`config.mk`:
```
export PLATFORM = sky130hd
export DESIGN_NAME = uart_tx_flat
export DESIGN_NICKNAME = d
export VERILOG_FILES = /design/src/rtl/uart_tx_if.sv /design/src/rtl/uart_tx.sv /design/src/flat_wrapper.sv
export SDC_FILE = /design/constraint.sdc
export NUM_CORES = 1
export LEC_CHECK = 0
export CAP_MARGIN = 10
export CORE_MARGIN = 2
export CORE_UTILIZATION = 43
export CTS_CLUSTER_SIZE = 30
export DETAILED_ROUTE_END_ITERATION = 6
export HOLD_SLACK_MARGIN = 0.05
export PLACE_DENSITY = 0.73
export SYNTH_ARGS = -nofsm -noshare
export SYNTH_HDL_FRONTEND = slang
export SYNTH_SLANG_ARGS = --single-unit
```
`constraint.sdc`:
```
create_clock -name clk -period 2.3 [get_ports clk]
set_clock_uncertainty 0.15 [all_clocks]
set_input_delay 0.345 -clock clk [delete_from_list [all_inputs] [get_ports clk]]
set_output_delay 0.345 -clock clk [all_outputs]
set_load 0.005 [all_outputs]
```
`src/rtl/uart_tx_if.sv`:
```
// uart_tx_if: byte handshake between the upstream encoder and the UART transmitter.
interface uart_tx_if;
   logic [7:0] tx_data;
   logic       tx_en;
   logic       tx_rdy;
   logic       busy;
   modport master (output tx_data, output tx_en, input tx_rdy, input busy);
   modport slave  (input tx_data, input tx_en, output tx_rdy, output busy);
endinterface

```
`src/rtl/uart_tx.sv`:
```
// uart_tx: 8N1/8N2 serial transmitter with one-cycle tx_rdy completion pulse.
// Defining UART_TX_PARITY_EN inserts a parity bit (sense set by PARITY_ODD).
module uart_tx #(
   parameter int CLK_FREQ   = 12000000,
   parameter int BAUD       = 115200,
   parameter int STOP_BITS  = 1,
   parameter int PARITY_ODD = 0
) (
   input  logic     clk,
   input  logic     rst_n,
   uart_tx_if.slave bus,
   output logic     tx
);
   localparam int DIV = CLK_FREQ / BAUD;
   localparam int CW  = $clog2(DIV);
   localparam logic [2:0] IDLE   = 3'd0;
   localparam logic [2:0] START  = 3'd1;
   localparam logic [2:0] DATA   = 3'd2;
   localparam logic [2:0] STOP   = 3'd3;
`ifdef UART_TX_PARITY_EN
   localparam logic [2:0] PARITY = 3'd4;
   logic par;
`endif
   if (DIV < 2 || STOP_BITS < 1 || STOP_BITS > 2 || PARITY_ODD < 0 || PARITY_ODD > 1) begin : g_bad_cfg
      $error("uart_tx: illegal parameter combination");
   end
   logic [2:0]    state;
   logic [CW-1:0] cnt;
   logic [2:0]    idx;
   logic [7:0]    shift;
   logic          rdy;
   logic          busy;
   assign bus.tx_rdy = rdy;
   assign bus.busy   = busy;
   always_ff @(posedge clk) begin
      if (!rst_n) begin
         state <= IDLE;
         cnt   <= '0;
         idx   <= '0;
         shift <= '0;
         tx    <= 1'b1;
         rdy   <= 1'b0;
         busy  <= 1'b0;
`ifdef UART_TX_PARITY_EN
         par   <= 1'b0;
`endif
      end else begin
         rdy <= 1'b0;
         if (state == IDLE) begin
            cnt <= '0;
            idx <= '0;
            if (bus.tx_en) begin
               shift <= bus.tx_data;
               state <= START;
               tx    <= 1'b0;
               busy  <= 1'b1;
`ifdef UART_TX_PARITY_EN
               par   <= ^bus.tx_data ^ 1'(PARITY_ODD);
`endif
            end
         end else if (cnt != CW'(DIV - 1)) begin
            cnt <= cnt + 1'b1;
         end else begin
            // bit boundary: the only place tx may change while a frame is active
            cnt <= '0;
            case (state)
               START: begin
                  state <= DATA;
                  tx    <= shift[0];
               end
               DATA: begin
                  if (idx == 3'd7) begin
                     idx <= '0;
`ifdef UART_TX_PARITY_EN
                     state <= PARITY;
                     tx    <= par;
`else
                     state <= STOP;
                     tx    <= 1'b1;
`endif
                  end else begin
                     idx   <= idx + 3'd1;
                     shift <= {1'b0, shift[7:1]};
                     tx    <= shift[1];
                  end
               end
`ifdef UART_TX_PARITY_EN
               PARITY: begin
                  state <= STOP;
                  tx    <= 1'b1;
               end
`endif
               STOP: begin
                  if (idx == 3'(STOP_BITS - 1)) begin
                     idx   <= '0;
                     state <= IDLE;
                     busy  <= 1'b0;
                     rdy   <= 1'b1;
                  end else begin
                     idx <= idx + 3'd1;
                  end
               end
               default: state <= IDLE;
            endcase
         end
      end
   end
endmodule

```
`src/flat_wrapper.sv`:
```
// flat-port wrapper written by rule: the top's interface ports become plain ports
module uart_tx_flat 
#(
   parameter int CLK_FREQ   = 12000000,
   parameter int BAUD       = 115200,
   parameter int STOP_BITS  = 1,
   parameter int PARITY_ODD = 0
)
  (clk, rst_n, tx, bus_tx_data, bus_tx_en, bus_tx_rdy, bus_busy);
  uart_tx_if bus_i ();
  input  logic clk;
  input  logic rst_n;
  output logic tx;
  input wire logic [$bits(bus_i.tx_data)-1:0] bus_tx_data;
  input wire logic [$bits(bus_i.tx_en)-1:0] bus_tx_en;
  output wire logic [$bits(bus_i.tx_rdy)-1:0] bus_tx_rdy;
  output wire logic [$bits(bus_i.busy)-1:0] bus_busy;
  assign bus_i.tx_data = bus_tx_data;
  assign bus_i.tx_en = bus_tx_en;
  assign bus_tx_rdy = bus_i.tx_rdy;
  assign bus_busy = bus_i.busy;
  uart_tx #(.CLK_FREQ(CLK_FREQ), .BAUD(BAUD), .STOP_BITS(STOP_BITS), .PARITY_ODD(PARITY_ODD)) u_core (.clk(clk), .rst_n(rst_n), .bus(bus_i), .tx(tx));
endmodule
```
==> impl_metrics.ini <==
[status]
status = finished, final reports clean

[route]
drt_iter0_drc = 20
wire_per_inst_um = 13.4
via_per_inst = 5.67
vias = 993
routed_wirelength_mm = 2.35
ant_nets = 0
drcViolationCount = 0
dr.pass1.iters = 4

[sta]
layout_setup_ws_ps = 135
max-slew-margin-rel = 0.713
slew_violations = 0
max_clock_freq_mhz = 462
final.setup.tns_ps = 0
setup_viol = 0
finalCritPeriodShare = 0.941
min_period_ps = 2170
hold_viol = 0
tightest_slew_ps = 430
rsz0062_at_grt = false

[clock_tree]
cts_setup_buffers = 0
clk_transition_reported_paths_ps = 130
insertion_delay_ps = 310
cts_tree = yes
numCtsBuffers = 3
cts_sinks = 23
cts_hold_buf = 0
h-tree-depth = 1
cts_root_buffer = clkbuf_4
clockBufferDepth = 2
ctsResizeCount = 0

[placed_design]
routabilityCongestion = 0.759
dp_hpwl_mm = 1.78
io_buffers = 13
dp_slack_ps = 56.5

[finish]
area_delta_synth_final_pct = 17.5
layout-drive-gt1-share = 0.0966
fin_nets = 166
final_common_cell = dfxtp_1
antenna_cells = 0
layout_common_cells = dfxtp_1, nand2_1, clkdlybuf4s50_1, ha_1, nor2_1

[yosys]
ys_types = 35
synth-seq-cells = 23
synth.net_count = 149
syn_area_per_cell_um2 = 9.15
synth-edff-count = 0
async_flop_share = 0
ys.flop_type = dfxtp_1
syn-cell-area_um2 = 1180
seq_area_frac_synth = 0.390
syn-instance-count = 129
ys.warnings.count = 0

[grt]
grt_max_degree = 16
antenna_found_initial = 0
grt_pass1_wl_mm = 4.11
track_usage = 0.159
grt_remaining_overflow = 0
first_global_vias = 966

[worst_hold_path]
min_to = u_core.cnt[0]$_SDFF_PP0_
worstHoldStart = u_core.cnt[0]$_SDFF_PP0_
hold_path_class = reg -> reg
hold_path_depth = 1

[floorplanning]
num_rows = 18
die-height_um = 56.4
core_area_um2 = 2540
start_util = 0.464
io_pins = 14
die_w_um = 56.4
die_area_um2 = 3180

[worst_setup_path]
r2r_cells = 6
start_kind = flip-flop
cp_max_fo = 9
r2r_setup_slack_ps = 130
worstPathCellList = inv_1 -> ha_1 -> or4b_4 -> or3_4 -> o221ai_2 -> a21oi_1
worstSetupPathType = reg -> reg
rr_startpoint = u_core.state[0]$_SDFFE_PN0P_
worst_path_max_delay_cell = or4b_4
r2r_end = u_core.shift[0]$_SDFFE_PN0P_
end_kind = flip-flop
max_stage_delay_ps = 570
cp_data_arrival_time_ps = 2230
crit_required_ps = 2370

[run]
cap_viol_max_count = 0

[power_and_ir_drop]
p_per_area_nw_per_um2 = 536
p_leak_uw = 0.000547
ir_drop_mv = 0.492
-- cell families after synthesis --
logic type	Yosys count	synth area share
simple gates	56	0.259
compound gates	25	0.164
flops	23	0.390
buf+inv	9	0.0360
fa+ha+maj	9	0.0954
xor+xnor	4	0.0297
mux	3	0.0255
-- routing by layer --
metal	track usage	wire, µm	vias to the layer above
met3	0.0415	121	2
met4	0.0340	11	0
met1	0.193	1030	472
li1	-	-	494
met2	0.281	1180	25
met5	0	0	-
-- flip-flops by register name, summed over array words and instances (netlist names) --
register,count
u_core.bus.tx_rdy,1
u_core.bus.busy,1
u_core.cnt,7
u_core.shift,8
u_core.idx,3
u_core.tx,1
u_core.state,2
-- cells in the mapped netlist (2+ instances only) --
cell / n / area (µm²)
dfxtp_1: 23 / 460
xor2_1: 2 / 17.5
nand2b_1: 3 / 18.8
nor3_1: 2 / 10.0
inv_1: 5 / 18.8
ha_1: 9 / 113
mux2i_1: 3 / 30.0
a21oi_1: 7 / 35.0
nor2b_1: 6 / 37.5
and3_1: 3 / 18.8
nand2_1: 13 / 48.8
nand4_1: 6 / 37.5
nor2_1: 8 / 30.0
xnor2_1: 2 / 17.5
or3_1: 2 / 12.5
a22oi_1: 6 / 45.0
o21ai_0: 3 / 15.0
a21boi_0: 3 / 22.5
nand3_1: 7 / 35.0
-- layout make-up --
type / instances / area (µm²)
multi-input cells: 97 / 691
flip-flops and latches: 23 / 460
repair buffers: 16 / 153
inverters: 5 / 18.8
well taps: 30 / 37.5
clock buffers: 4 / 26.3
fillers: 234 / 1160
-- through the flow --
step                      cells   util  power (µW)  area [µm²]  hold slack, ps
final                       175  0.545         744        1390             316
after global routing        175  0.545         781        1390             345
after CTS                   175  0.539         750        1370             320
after detailed placement    171  0.529         563        1350             302
after global placement      171  0.529         559        1350             274
after floorplan             129      -         514        1180             263
-- worst max-delay path, delay by kind of cell, from the launching register on --
family	cells	cell delay [ps]
buf+inv	1	100
flops	1	390
fa+ha+maj	1	230
simple gates	2	970
compound gates	2	210
-- how the worst max path moves through the flow --
stage / from / end / slack, ps
after global placement: u_core.state[0]$_SDFFE_PN0P_ / u_core.shift[0]$_SDFFE_PN0P_ / 110
after global routing: u_core.state[0]$_SDFFE_PN0P_ / u_core.shift[0]$_SDFFE_PN0P_ / 40
after floorplan: u_core.state[0]$_SDFFE_PN0P_ / u_core.shift[0]$_SDFFE_PN0P_ / 80
after CTS: u_core.state[0]$_SDFFE_PN0P_ / u_core.shift[0]$_SDFFE_PN0P_ / 30
final: u_core.state[0]$_SDFFE_PN0P_ / u_core.shift[0]$_SDFFE_PN0P_ / 130
after detailed placement: u_core.state[0]$_SDFFE_PN0P_ / u_core.shift[0]$_SDFFE_PN0P_ / 60
-- power by group --
part           switching [µW]  internal, µW
Sequential               14.1           420
Clock                     121          67.8
Combinational            60.8          59.9
Power figures use the tool's default switching activity.
